**src/rtl/mipi_rx_lane_ctrl_if.sv**
```systemverilog
// Lane-side signal bundle between a MIPI_RX primitive/fabric and its lane sequencer.
// The slave modport is the sequencer view; the master modport is the PHY/environment view.
interface mipi_rx_lane_ctrl_if #(
  parameter int WIDTH = 4
);
  logic             PLL_LOCK;
  logic             ENABLE;
  logic             LP_RX_DP;
  logic             LP_RX_DN;
  logic [WIDTH-1:0] HS_RX_DATA;
  logic             HS_RXD_VALID;
  logic             LP_EN;
  logic             RX_TERM_EN;
  logic             HS_EN;
  logic             BITSLIP_ADJ;
  logic             DLY_LOAD;
  logic             DLY_ADJ;
  logic             DLY_INCDEC;
  logic             ALIGNED;
  logic             ALIGN_ERR;
  logic [2:0]       STATE;

  modport master (
    output PLL_LOCK, ENABLE, LP_RX_DP, LP_RX_DN, HS_RX_DATA, HS_RXD_VALID,
    input  LP_EN, RX_TERM_EN, HS_EN, BITSLIP_ADJ, DLY_LOAD, DLY_ADJ, DLY_INCDEC,
           ALIGNED, ALIGN_ERR, STATE
  );

  modport slave (
    input  PLL_LOCK, ENABLE, LP_RX_DP, LP_RX_DN, HS_RX_DATA, HS_RXD_VALID,
    output LP_EN, RX_TERM_EN, HS_EN, BITSLIP_ADJ, DLY_LOAD, DLY_ADJ, DLY_INCDEC,
           ALIGNED, ALIGN_ERR, STATE
  );
endinterface

```
**src/rtl/mipi_rx_lane_ctrl.sv**
```systemverilog
// Per-lane D-PHY HS-entry sequencer and bitslip word aligner for MIPI_RX.
// Optional delay-tap sweep on slip exhaustion: define MIPI_RX_LANE_CTRL_DLY_SWEEP_EN.
module mipi_rx_lane_ctrl #(
  parameter int               WIDTH         = 4,
  parameter logic [WIDTH-1:0] SYNC_WORD     = WIDTH'(4'b1011),
  parameter int               T_TERM        = 4,
  parameter int               T_SETTLE      = 8,
  parameter int               SLIP_WAIT     = 3,
  parameter int               WORDS_PER_TRY = 4
) (
  input  logic                 CLK_IN,
  input  logic                 RST,
  mipi_rx_lane_ctrl_if.slave   lane
);

  typedef enum logic [2:0] {
    S_IDLE    = 3'd0,
    S_STOP    = 3'd1,
    S_HS_RQST = 3'd2,
    S_TERM    = 3'd3,
    S_SETTLE  = 3'd4,
    S_ALIGN   = 3'd5,
    S_SLIP    = 3'd6,
    S_LOCKED  = 3'd7
  } state_e;

  state_e     state_q, state_d;
  logic [7:0] timer_q, timer_d;
  logic [7:0] word_cnt_q, word_cnt_d;
  logic [3:0] slip_cnt_q, slip_cnt_d;

  logic lp_en_q, lp_en_d;
  logic rx_term_en_q, rx_term_en_d;
  logic hs_en_q, hs_en_d;
  logic bitslip_q, bitslip_d;
  logic dly_load_q, dly_load_d;
  logic aligned_q, aligned_d;
  logic align_err_q, align_err_d;

  logic do_slip, do_sweep, do_fail;
  logic lp11, lp01, lp00, lp10, run_ok;

`ifdef MIPI_RX_LANE_CTRL_DLY_SWEEP_EN
  // Local mirror of the MIPI_RX delay tap; DLY_LOAD reloads it to tap 0.
  logic [5:0] dly_tap_q, dly_tap_d;
  logic       dly_adj_q, dly_adj_d;
`endif

  assign lp11   =  lane.LP_RX_DP &  lane.LP_RX_DN;
  assign lp01   = ~lane.LP_RX_DP &  lane.LP_RX_DN;
  assign lp00   = ~lane.LP_RX_DP & ~lane.LP_RX_DN;
  assign lp10   =  lane.LP_RX_DP & ~lane.LP_RX_DN;
  assign run_ok =  lane.PLL_LOCK &  lane.ENABLE;

  // Next-state, timer and counters.
  always_comb begin
    // NOTE: every variable gets a default first so no path can infer a latch.
    state_d    = state_q;
    timer_d    = (timer_q != 8'd0) ? timer_q - 8'd1 : timer_q;
    word_cnt_d = word_cnt_q;
    slip_cnt_d = slip_cnt_q;
    do_slip    = 1'b0;
    do_sweep   = 1'b0;
    do_fail    = 1'b0;
`ifdef MIPI_RX_LANE_CTRL_DLY_SWEEP_EN
    dly_tap_d  = dly_tap_q;
`endif

    if (state_q != S_IDLE && !run_ok) begin
      state_d = S_IDLE;
    end else begin
      case (state_q)
        S_IDLE:    if (run_ok && lp11) state_d = S_STOP;
        S_STOP:    if (lp01) state_d = S_HS_RQST;
        S_HS_RQST: begin
          if (lp00)      state_d = S_TERM;
          else if (lp11) state_d = S_STOP;
          else if (lp10) state_d = S_IDLE;
        end
        S_TERM:    if (timer_q == 8'd0) state_d = S_SETTLE;
        S_SETTLE: begin
          if (timer_q == 8'd0) begin
            state_d    = S_ALIGN;
            slip_cnt_d = 4'd0;
          end
        end
        S_ALIGN: begin
          if (lane.HS_RXD_VALID) begin
            // A match on the last word of a try wins over the slip decision.
            if (lane.HS_RX_DATA == SYNC_WORD) begin
              state_d = S_LOCKED;
            end else if (word_cnt_q == 8'(WORDS_PER_TRY - 1)) begin
              if (slip_cnt_q < 4'(WIDTH - 1)) begin
                state_d    = S_SLIP;
                do_slip    = 1'b1;
                slip_cnt_d = slip_cnt_q + 4'd1;
              end
`ifdef MIPI_RX_LANE_CTRL_DLY_SWEEP_EN
              else if (dly_tap_q != 6'd63) begin
                state_d    = S_SLIP;
                do_sweep   = 1'b1;
                slip_cnt_d = 4'd0;
                dly_tap_d  = dly_tap_q + 6'd1;
              end
`endif
              else begin
                state_d = S_IDLE;
                do_fail = 1'b1;
              end
            end else begin
              word_cnt_d = word_cnt_q + 8'd1;
            end
          end
        end
        S_SLIP:    if (timer_q == 8'd0) state_d = S_ALIGN;
        S_LOCKED:  if (lp11 && !lane.HS_RXD_VALID) state_d = S_IDLE;
        default:   state_d = S_IDLE;
      endcase
    end

    // The shared timer is loaded on entry; SLIP holds the pulse cycle plus SLIP_WAIT.
    if (state_d != state_q) begin
      case (state_d)
        S_TERM: begin
          timer_d = 8'(T_TERM - 1);
`ifdef MIPI_RX_LANE_CTRL_DLY_SWEEP_EN
          dly_tap_d = 6'd0;
`endif
        end
        S_SETTLE: timer_d    = 8'(T_SETTLE - 1);
        S_SLIP:   timer_d    = 8'(SLIP_WAIT);
        S_ALIGN:  word_cnt_d = 8'd0;
        default:  ;
      endcase
    end
  end

  // Output decode from the next state so every output is a flop aligned with STATE.
  always_comb begin
    hs_en_d      = state_d inside {S_SETTLE, S_ALIGN, S_SLIP, S_LOCKED};
    lp_en_d      = ~hs_en_d;
    rx_term_en_d = hs_en_d | (state_d == S_TERM);
    aligned_d    = (state_d == S_LOCKED);
    dly_load_d   = (state_d == S_TERM) && (state_q != S_TERM);
    bitslip_d    = do_slip;
    align_err_d  = do_fail | (align_err_q & ~dly_load_d);
`ifdef MIPI_RX_LANE_CTRL_DLY_SWEEP_EN
    dly_adj_d    = do_sweep;
`endif
  end

  always_ff @(posedge CLK_IN) begin
    // NOTE: sequential state uses non-blocking assignments so all flops update together.
    if (!RST) begin
      state_q      <= S_IDLE;
      timer_q      <= 8'd0;
      word_cnt_q   <= 8'd0;
      slip_cnt_q   <= 4'd0;
      lp_en_q      <= 1'b1;
      rx_term_en_q <= 1'b0;
      hs_en_q      <= 1'b0;
      bitslip_q    <= 1'b0;
      dly_load_q   <= 1'b0;
      aligned_q    <= 1'b0;
      align_err_q  <= 1'b0;
`ifdef MIPI_RX_LANE_CTRL_DLY_SWEEP_EN
      dly_tap_q    <= 6'd0;
      dly_adj_q    <= 1'b0;
`endif
    end else begin
      state_q      <= state_d;
      timer_q      <= timer_d;
      word_cnt_q   <= word_cnt_d;
      slip_cnt_q   <= slip_cnt_d;
      lp_en_q      <= lp_en_d;
      rx_term_en_q <= rx_term_en_d;
      hs_en_q      <= hs_en_d;
      bitslip_q    <= bitslip_d;
      dly_load_q   <= dly_load_d;
      aligned_q    <= aligned_d;
      align_err_q  <= align_err_d;
`ifdef MIPI_RX_LANE_CTRL_DLY_SWEEP_EN
      dly_tap_q    <= dly_tap_d;
      dly_adj_q    <= dly_adj_d;
`endif
    end
  end

  assign lane.LP_EN       = lp_en_q;
  assign lane.RX_TERM_EN  = rx_term_en_q;
  assign lane.HS_EN       = hs_en_q;
  assign lane.BITSLIP_ADJ = bitslip_q;
  assign lane.DLY_LOAD    = dly_load_q;
  assign lane.ALIGNED     = aligned_q;
  assign lane.ALIGN_ERR   = align_err_q;
  assign lane.STATE       = state_q;
`ifdef MIPI_RX_LANE_CTRL_DLY_SWEEP_EN
  assign lane.DLY_ADJ     = dly_adj_q;
  assign lane.DLY_INCDEC  = dly_adj_q;
`else
  assign lane.DLY_ADJ     = 1'b0;
  assign lane.DLY_INCDEC  = 1'b0;
  logic unused_sweep;
  assign unused_sweep = do_sweep;
`endif

endmodule

```
**src/flat_wrapper.sv**
```systemverilog
// flat-port wrapper written by rule: the top's interface ports become plain ports
module mipi_rx_lane_ctrl_flat 
#(
  parameter int               WIDTH         = 4,
  parameter logic [WIDTH-1:0] SYNC_WORD     = WIDTH'(4'b1011),
  parameter int               T_TERM        = 4,
  parameter int               T_SETTLE      = 8,
  parameter int               SLIP_WAIT     = 3,
  parameter int               WORDS_PER_TRY = 4
)
  (CLK_IN, RST, lane_PLL_LOCK, lane_ENABLE, lane_LP_RX_DP, lane_LP_RX_DN, lane_HS_RX_DATA, lane_HS_RXD_VALID, lane_LP_EN, lane_RX_TERM_EN, lane_HS_EN, lane_BITSLIP_ADJ, lane_DLY_LOAD, lane_DLY_ADJ, lane_DLY_INCDEC, lane_ALIGNED, lane_ALIGN_ERR, lane_STATE);
  mipi_rx_lane_ctrl_if #(.WIDTH(WIDTH)) lane_i ();
  input  logic CLK_IN;
  input  logic RST;
  input wire logic [$bits(lane_i.PLL_LOCK)-1:0] lane_PLL_LOCK;
  input wire logic [$bits(lane_i.ENABLE)-1:0] lane_ENABLE;
  input wire logic [$bits(lane_i.LP_RX_DP)-1:0] lane_LP_RX_DP;
  input wire logic [$bits(lane_i.LP_RX_DN)-1:0] lane_LP_RX_DN;
  input wire logic [$bits(lane_i.HS_RX_DATA)-1:0] lane_HS_RX_DATA;
  input wire logic [$bits(lane_i.HS_RXD_VALID)-1:0] lane_HS_RXD_VALID;
  output wire logic [$bits(lane_i.LP_EN)-1:0] lane_LP_EN;
  output wire logic [$bits(lane_i.RX_TERM_EN)-1:0] lane_RX_TERM_EN;
  output wire logic [$bits(lane_i.HS_EN)-1:0] lane_HS_EN;
  output wire logic [$bits(lane_i.BITSLIP_ADJ)-1:0] lane_BITSLIP_ADJ;
  output wire logic [$bits(lane_i.DLY_LOAD)-1:0] lane_DLY_LOAD;
  output wire logic [$bits(lane_i.DLY_ADJ)-1:0] lane_DLY_ADJ;
  output wire logic [$bits(lane_i.DLY_INCDEC)-1:0] lane_DLY_INCDEC;
  output wire logic [$bits(lane_i.ALIGNED)-1:0] lane_ALIGNED;
  output wire logic [$bits(lane_i.ALIGN_ERR)-1:0] lane_ALIGN_ERR;
  output wire logic [$bits(lane_i.STATE)-1:0] lane_STATE;
  assign lane_i.PLL_LOCK = lane_PLL_LOCK;
  assign lane_i.ENABLE = lane_ENABLE;
  assign lane_i.LP_RX_DP = lane_LP_RX_DP;
  assign lane_i.LP_RX_DN = lane_LP_RX_DN;
  assign lane_i.HS_RX_DATA = lane_HS_RX_DATA;
  assign lane_i.HS_RXD_VALID = lane_HS_RXD_VALID;
  assign lane_LP_EN = lane_i.LP_EN;
  assign lane_RX_TERM_EN = lane_i.RX_TERM_EN;
  assign lane_HS_EN = lane_i.HS_EN;
  assign lane_BITSLIP_ADJ = lane_i.BITSLIP_ADJ;
  assign lane_DLY_LOAD = lane_i.DLY_LOAD;
  assign lane_DLY_ADJ = lane_i.DLY_ADJ;
  assign lane_DLY_INCDEC = lane_i.DLY_INCDEC;
  assign lane_ALIGNED = lane_i.ALIGNED;
  assign lane_ALIGN_ERR = lane_i.ALIGN_ERR;
  assign lane_STATE = lane_i.STATE;
  mipi_rx_lane_ctrl #(.WIDTH(WIDTH), .SYNC_WORD(SYNC_WORD), .T_TERM(T_TERM), .T_SETTLE(T_SETTLE), .SLIP_WAIT(SLIP_WAIT), .WORDS_PER_TRY(WORDS_PER_TRY)) u_core (.CLK_IN(CLK_IN), .RST(RST), .lane(lane_i));
endmodule
```
**config.mk**
```make
export PLATFORM = sky130hd
export DESIGN_NAME = mipi_rx_lane_ctrl_flat
export DESIGN_NICKNAME = d
export VERILOG_FILES = /design/src/rtl/mipi_rx_lane_ctrl_if.sv /design/src/rtl/mipi_rx_lane_ctrl.sv /design/src/flat_wrapper.sv
export SDC_FILE = /design/constraint.sdc
export NUM_CORES = 1
export LEC_CHECK = 0
export ABC_AREA = 1
export BUFFER_PORTS_ARGS = -buffer_cell sky130_fd_sc_hd__clkbuf_2
export CORE_ASPECT_RATIO = 1.4
export CORE_MARGIN = 8
export CORE_UTILIZATION = 45
export CTS_CLUSTER_DIAMETER = 60
export CTS_CLUSTER_SIZE = 24
export DETAILED_ROUTE_END_ITERATION = 12
export PLACE_DENSITY_LB_ADDON = 0.12
export SYNTH_ARGS = -nofsm -noshare
export SYNTH_HDL_FRONTEND = slang
export SYNTH_SLANG_ARGS = --single-unit
```
**constraint.sdc**
```tcl
create_clock -name CLK_IN -period 2.2 [get_ports CLK_IN]
set_clock_uncertainty 0.1 [all_clocks]
set_input_delay 0.11 -clock CLK_IN [delete_from_list [all_inputs] [get_ports CLK_IN]]
set_output_delay 0.11 -clock CLK_IN [all_outputs]
set_load 0.03 [all_outputs]
```
==> results.cfg, run 1 <==
[status]
status = complete, no violations

[routing]
drt_iter0_markers = 87
ant_nets = 0
drt_pass1_iterations = 4
num_vias = 1674
routed_via_density = 5.135
drcViolationCount = 0
wl_per_cell_um = 12.43
drt-total-wl_um = 4051

[critical_path]
crit_required_ns = 2.27
critPathArrivalTime_ns = 2.10
path_class = reg -> reg
setup.worst_path.start_class = register
r2r_slack_ns = 0.17
critical_path.max_stage_delay_ns = 0.32
path_cells = inv_1, ha_1, nand3_2, nor2_8, inv_2, nand2_1, nand3_2, nand2_2, nand2_1, nand2_1, nor2_4, nand2_4, nand2_8, nand2_4, nor2_2
crit_top_cell = nand2_1
crit_slowest_cell = dfxtp_1
cp-end-kind = register
path_max_fanout = 9

[floorplan]
start_util_pct = 46.95
ioPinCount = 23
placement_rows = 27
die_area_um2 = 6463
fp.dieH_um = 91.98
coreArea_um2 = 3953
die_width_um = 70.27

[cells_and_area]
multi_input_area_um2 = 1070
layout.nets = 296
diodes = 0
seq_area_um2 = 601.8
area_growth_pct = 13.01
drive_gt1_share_pct = 28.27
nFillCells = 401

[timing]
hold_violations = 0
setup_viol = 0
slew_violations = 0
rsz0062_at_grt = no
min_period_ns = 2.032
final.setup.tns_ns = 0
max_freq_mhz = 492.0
finalCritPeriodShare_pct = 92.38

[power_and_ir_drop]
power_mw = 1.619
leakagePower_nw = 0.9767
powerDensity_nw_per_um2 = 772.1
ir_drop_v = 0.0007918

[clocking]
cts_made_buffers = 5
cts_root_buf = clkbuf_8
clock_latency_ns = 0.28
cts_max_level = 2
clock-sinks = 30
path_clk_slew_ns = 0.07
max-clock-path-buffers = 2
cts_tree = built

[logic_synthesis]
seq_area_frac_synth_pct = 32.37
synth_top_area_share_pct = 32.37
ys.flop_type = dfxtp_1
ys_types = 35
yosysWarnings = 0
netlist_instances = 256
async_flop_share_pct = 0
syn_area_um2 = 1856
synthTopCellsByArea = dfxtp_1 (32%), nand3_1 (7.3%), nand2_1 (6.5%), nor2_1 (6.3%), inv_1 (5.9%)
synth-seq-cells = 30
synth_top_cell_by_area = dfxtp_1
synth_area_per_cell_um2 = 7.248
synth_edf_count = 0

[placed_design]
place_congestion = 0.8246
portBuffers = 20
dp_hpwl_um = 3335

[global_routing]
grt-ovfl-total = 0
grt_use_total_pct = 13.41
use_met3_pct = 3.668
grt_pass1_wl_um = 7224
grt_util_met1_pct = 12.52
grt.busiest_layer = met2
grt_pass1_vias = 1637
antenna_found_initial = 0
grt_max_degree = 13
grt_use_met2_pct = 25.97

[job]
max_cap_viol_count = 0

[hold_path]
hold_class = in -> reg
==> cells by family after synthesis <==
family | count (synthesis) | synth area share [%]
multiplexers | 1 | 0.5395
XOR/XNOR | 8 | 3.776
adder cells (fa/ha/maj) | 3 | 2.023
other | 1 | 0.2021
buffers and inverters | 46 | 10.18
flip-flops | 30 | 32.37
AND/OR/NAND/NOR | 141 | 43.02
AO/OA/AOI/OAI | 26 | 7.890
==> per-layer routing <==
metal	routed length (um)	part of all wire, %	vias up
li1	-	-	877
met1	1521	38	766
met2	2335	58	21
met3	91	2.2	10
met4	103	2.5	0
met5	0	0	-
==> flip-flops by register name, indices dropped and copies added (netlist names) <==
register,cells
u_core.lane.LP_EN,1
u_core.lane.HS_EN,1
u_core.timer_q,8
u_core.lane.STATE,3
u_core.lane.BITSLIP_ADJ,1
u_core.lane.RX_TERM_EN,1
u_core.lane.DLY_LOAD,1
u_core.word_cnt_q,8
u_core.lane.ALIGNED,1
u_core.slip_cnt_q,4
u_core.lane.ALIGN_ERR,1
==> stage by stage <==
stage	setup slack [ns]	util, %	instances	cell area, um2	hold WS [ns]
3_5_place_dp	0.1119	50.43	317	1993	0.3520
4_1_cts	0.09896	52.83	325	2088	0.1550
3_3_place_gp	0.1404	50.43	317	1993	0.3541
6_report	0.1676	53.05	326	2097	0.1586
5_1_grt	0.004150	53.05	326	2097	0.1834
2_1_floorplan	0.2680	-	257	1859	0.2546
==> cell usage after synthesis (all sizes together), types with 3 or more instances <==
| library cell | count |
|---|---|
| nand3 | 34 |
| nor2 | 41 |
| dfxtp | 30 |
| nor3 | 8 |
| nand4 | 10 |
| o21ai | 10 |
| inv | 41 |
| nand2 | 46 |
| a21oi | 14 |
| ha | 3 |
| xor2 | 6 |
| buf | 4 |
==> critical path, delay by kind of cell (launching register included) <==
| kind | cells | cell delay (ns) |
|---|---|---|
| flip-flops | 1 | 0.32 |
| AND/OR/NAND/NOR | 12 | 1.14 |
| buffers and inverters | 2 | 0.16 |
| adder cells (fa/ha/maj) | 1 | 0.20 |
==> final cells by class <==
class | count | share of cell area, %
Clock buffer | 6 | 3.938
Clock inverter | 2 | 0.5967
Inverter | 41 | 7.339
Multi-Input combinational cell | 181 | 51.01
Sequential cell | 30 | 28.70
Tap cell | 43 | 2.566
Timing Repair Buffer | 23 | 5.847
==> where the power goes <==
group / leakage [nW] / internal (mW) / total [mW] / switching (mW)
Sequential: 0.244 / 0.594 / 0.635 / 0.0403
Combinational: 0.686 / 0.206 / 0.523 / 0.317
Clock: 0.0472 / 0.251 / 0.461 / 0.210
Total: 0.977 / 1.05 / 1.62 / 0.568
==> what timing repair did <==
item                       4_1_cts  5_1_grt
setup endpoints to repair        0        9
gates resized for setup          0        2
buffers inserted                 0        1
hold buffers                     0        0
==> final timing paths <==
check,from,to,cells past startpoint
worst max-delay path,u_core.timer_q[0],u_core.timer_q[5],15
worst min-delay path,lane_ENABLE,u_core.lane.STATE[0],5
worst max register to register,u_core.timer_q[0],u_core.timer_q[5],15
worst min register to register,u_core.slip_cnt_q[3],u_core.slip_cnt_q[3],2
==> cell usage in the layout (no fill, tap or decap), types with 2 or more instances in the layout <==
| cell type | Yosys | layout |
|---|---|---|
| nand2_1 | 32 | 32 |
| nor2_1 | 31 | 31 |
| inv_1 | 29 | 29 |
| dfxtp_1 | 30 | 29 |
| nand3_1 | 27 | 27 |
| clkbuf_2 | 0 | 20 |
| inv_2 | 12 | 12 |
| a21oi_1 | 11 | 11 |
| nand4_1 | 10 | 10 |
| nor2_2 | 7 | 7 |
| nand2_2 | 7 | 7 |
| o21ai_0 | 8 | 7 |
| nand3_2 | 6 | 6 |
| xor2_1 | 6 | 6 |
| nor3_1 | 6 | 6 |
| nand2_4 | 6 | 6 |
| clkbuf_8 | 0 | 6 |
| o21ai_1 | 2 | 3 |
| a21oi_2 | 3 | 3 |
| ha_1 | 3 | 3 |
| buf_4 | 2 | 3 |
| nor2_4 | 2 | 2 |
| xnor2_1 | 2 | 2 |
| conb_1 | 1 | 2 |
No activity file was read; power rests on OpenSTA's default activity.
==> run 2: changes to the inputs <==
--- a/config.mk
+++ b/config.mk
@@ -5,10 +5,9 @@
 export SDC_FILE = /design/constraint.sdc
 export NUM_CORES = 1
 export LEC_CHECK = 0
-export ABC_AREA = 1
 export BUFFER_PORTS_ARGS = -buffer_cell sky130_fd_sc_hd__clkbuf_2
 export CORE_ASPECT_RATIO = 1.4
-export CORE_MARGIN = 8
+export CORE_MARGIN = 3
 export CORE_UTILIZATION = 45
 export CTS_CLUSTER_DIAMETER = 60
 export CTS_CLUSTER_SIZE = 24
==> run 2 against run 1 <==
  * Setup slack worse by 0.24 ns
  * Fmax is 11% lower
  * Critical path type unchanged
  * First-iteration DRC count shrank 37%
  * Sequential power is 3.5% higher
  * Synthesized cell count is 21% lower
  * The flow now finishes with violations (setup timing)
  * Sequential share of layout area decreased by 3.5 points
  * Register-to-register slack worse by 0.24 ns
  * Final area increased by 17%
  * Largest cell class unchanged
==> results.cfg, run 2 <==
[status]
status = finished, violations left
violations = setup timing

[logic_synthesis]
synth_top_area_share_pct = 35.04
syn_area_um2 = 1714
synth_top_cell_by_area = dfxtp_1
synthTopCellsByArea = dfxtp_1 (35%), nor2_1 (5.0%), nand2_1 (4.8%), xor2_1 (3.6%), a21o_1 (2.6%)
synth_area_per_cell_um2 = 8.528
ys.flop_type = dfxtp_1
synth_commonest_cells = dfxtp_1 (30), nor2_1 (23), nand2_1 (22), inv_1 (10), a21oi_1 (8)
seq_area_frac_synth_pct = 35.04
synth-seq-cells = 30
netlist_instances = 201
yosysMostFrequentCell = dfxtp_1
async_flop_share_pct = 0
synth_edf_count = 0
ys_types = 56
yosysWarnings = 0

[critical_path]
crit_required_ns = 2.32
r2r_slack_ns = -0.07
setup.worst_path.start_class = register
cp-end-kind = register
critPathArrivalTime_ns = 2.39
path_class = reg -> reg
reg2reg_depth = 9
path_max_fanout = 10
rr_endpoint = u_core.timer_q[0]
r2r_start = u_core.lane.STATE[1]

[timing]
setup_viol = 7
finalCritPeriodShare_pct = 103.3
hold_violations = 0
timing.final.ws_setup_ns = -0.07255
maxSlewHeadroom_pct = 66.10
worst_slew_pin_slew_ns = 0.5067
holdWs_ns = 0.2089
rsz0062_at_grt = yes
final.setup.tns_ns = -0.1956
max_freq_mhz = 440.0
min_period_ns = 2.273
slew_violations = 0

[placed_design]
portBuffers = 20
dpl_cell_area_um2 = 2062
dp_cells = 283
dp_slack_ns = -0.1325
dp_hpwl_um = 3367
place_congestion = 0.8794

[power_and_ir_drop]
ir_drop_v = 0.0006585
powerDensity_nw_per_um2 = 841.4
leakagePower_nw = 0.9924
power_mw = 2.067

[cells_and_area]
fin_util_pct = 70.11
area_growth_pct = 43.28
final_area_um2 = 2456
layout_common_cells = buf_4 (35), nor2_1 (22), nand2_1 (22), dfxtp_1 (22), clkbuf_2 (20)
reg.largest.list = u_core.timer_q x8, u_core.word_cnt_q x8, u_core.slip_cnt_q x4
diodes = 0
final_common_cell = buf_4
drive_gt1_share_pct = 43.85
layout.nets = 273
fin_cells = 300

[clocking]
cts_root_buf = clkbuf_8
path_clk_slew_ns = 0.06
cts_max_level = 2
max-clock-path-buffers = 2
cts_tree = built
hold_buffers = 0
clock-sinks = 30
clock_latency_ns = 0.28
cts_made_buffers = 5

[routing]
drt_iter0_markers = 55
drcViolationCount = 0
ant_nets = 0
num_vias = 1734
drt_pass1_iterations = 6
routed_via_density = 5.780
drt-total-wl_um = 5002
wl_per_cell_um = 16.67

[floorplan]
placement_rows = 25
die_area_um2 = 4596
die_width_um = 58.16
fp.dieH_um = 79.03
ioPinCount = 23
start_util_pct = 48.93
coreArea_um2 = 3503

[hold_path]
hold_class = in -> reg
worstHoldStart = RST
hold_end = u_core.lane.RX_TERM_EN
min_path_cells = 2

[global_routing]
grt_pass1_vias = 1735
antenna_found_initial = 0
grt_pass1_wl_um = 7389
grt_use_total_pct = 20.53
grt-ovfl-total = 0
grt_max_degree = 18

[job]
max_cap_viol_count = 0
==> run 2: cell types whose count changed after synthesis, sizes merged, moves of 4 or more <==
cell and change:
o21ai -5, or3 +4, and2 +4, a21oi -6
nand4 -6, nand2 -24, and3 +5, a21o +6
nor2 -18, nand3 -28, nor3b +4, inv -31
==> run 2: cell type report <==
cell class                      instances  area (um2)
Clock buffer                            6       82.58
Clock inverter                          2       60.06
Fill cell                             299        1047
Inverter                               10       37.54
Multi-Input combinational cell        155        1222
Sequential cell                        30       618.1
Tap cell                               40       50.05
Timing Repair Buffer                   57       385.4
==> run 2: critical path, stage by stage, from the launching register on <==
cell      delay (ns)
dfxtp_4         0.38
buf_4           0.18
and3b_2         0.28
nand2_1         0.09
a21o_4          0.22
a211oi_4        0.35
buf_4           0.18
o311ai_2        0.12
a21oi_4         0.20
a21o_1          0.11
==> run 2: worst max-delay path by stage <==
stage | start | endpoint
after floorplan | u_core.timer_q[0] | u_core.timer_q[2]
after global placement | u_core.timer_q[0] | u_core.timer_q[0]
after detailed placement | u_core.timer_q[0] | u_core.timer_q[1]
after CTS | u_core.timer_q[1] | u_core.timer_q[1]
after global routing | u_core.lane.STATE[1] | u_core.timer_q[1]
final | u_core.lane.STATE[1] | u_core.timer_q[0]
==> run 2: logic make-up after synthesis <==
logic type / synth area share, %
AND/OR/NAND/NOR: 29.42
AO/OA/AOI/OAI: 21.68
flip-flops: 35.04
buffers and inverters: 4.526
XOR/XNOR: 5.110
adder cells (fa/ha/maj): 2.190
multiplexers: 1.825
other: 0.2188
==> run 2: where the power goes <==
part	internal, mW	switching (mW)	total (mW)
clock	0.483	0.209	0.692
combinational	0.383	0.335	0.718
sequential	0.596	0.0610	0.657
total	1.46	0.605	2.07
==> run 2: what timing repair did <==
action / 4_1_cts / 5_1_grt
pin swaps: 13 / 12
buffers inserted: 3 / 6
gates cloned: 0 / 0
gates resized for setup: 18 / 26
setup endpoints to repair: 9 / 21
==> run 2: routing by layer <==
| metal | global-route usage, % | up-vias | part of all wire, % |
|---|---|---|---|
| met2 | 42.87 | 22 | 61 |
| met1 | 19.01 | 859 | 35 |
| li1 | - | 845 | - |
| met4 | 5.336 | 0 | 0.92 |
| met3 | 4.065 | 8 | 2.3 |
| met5 | 0 | - | 0 |
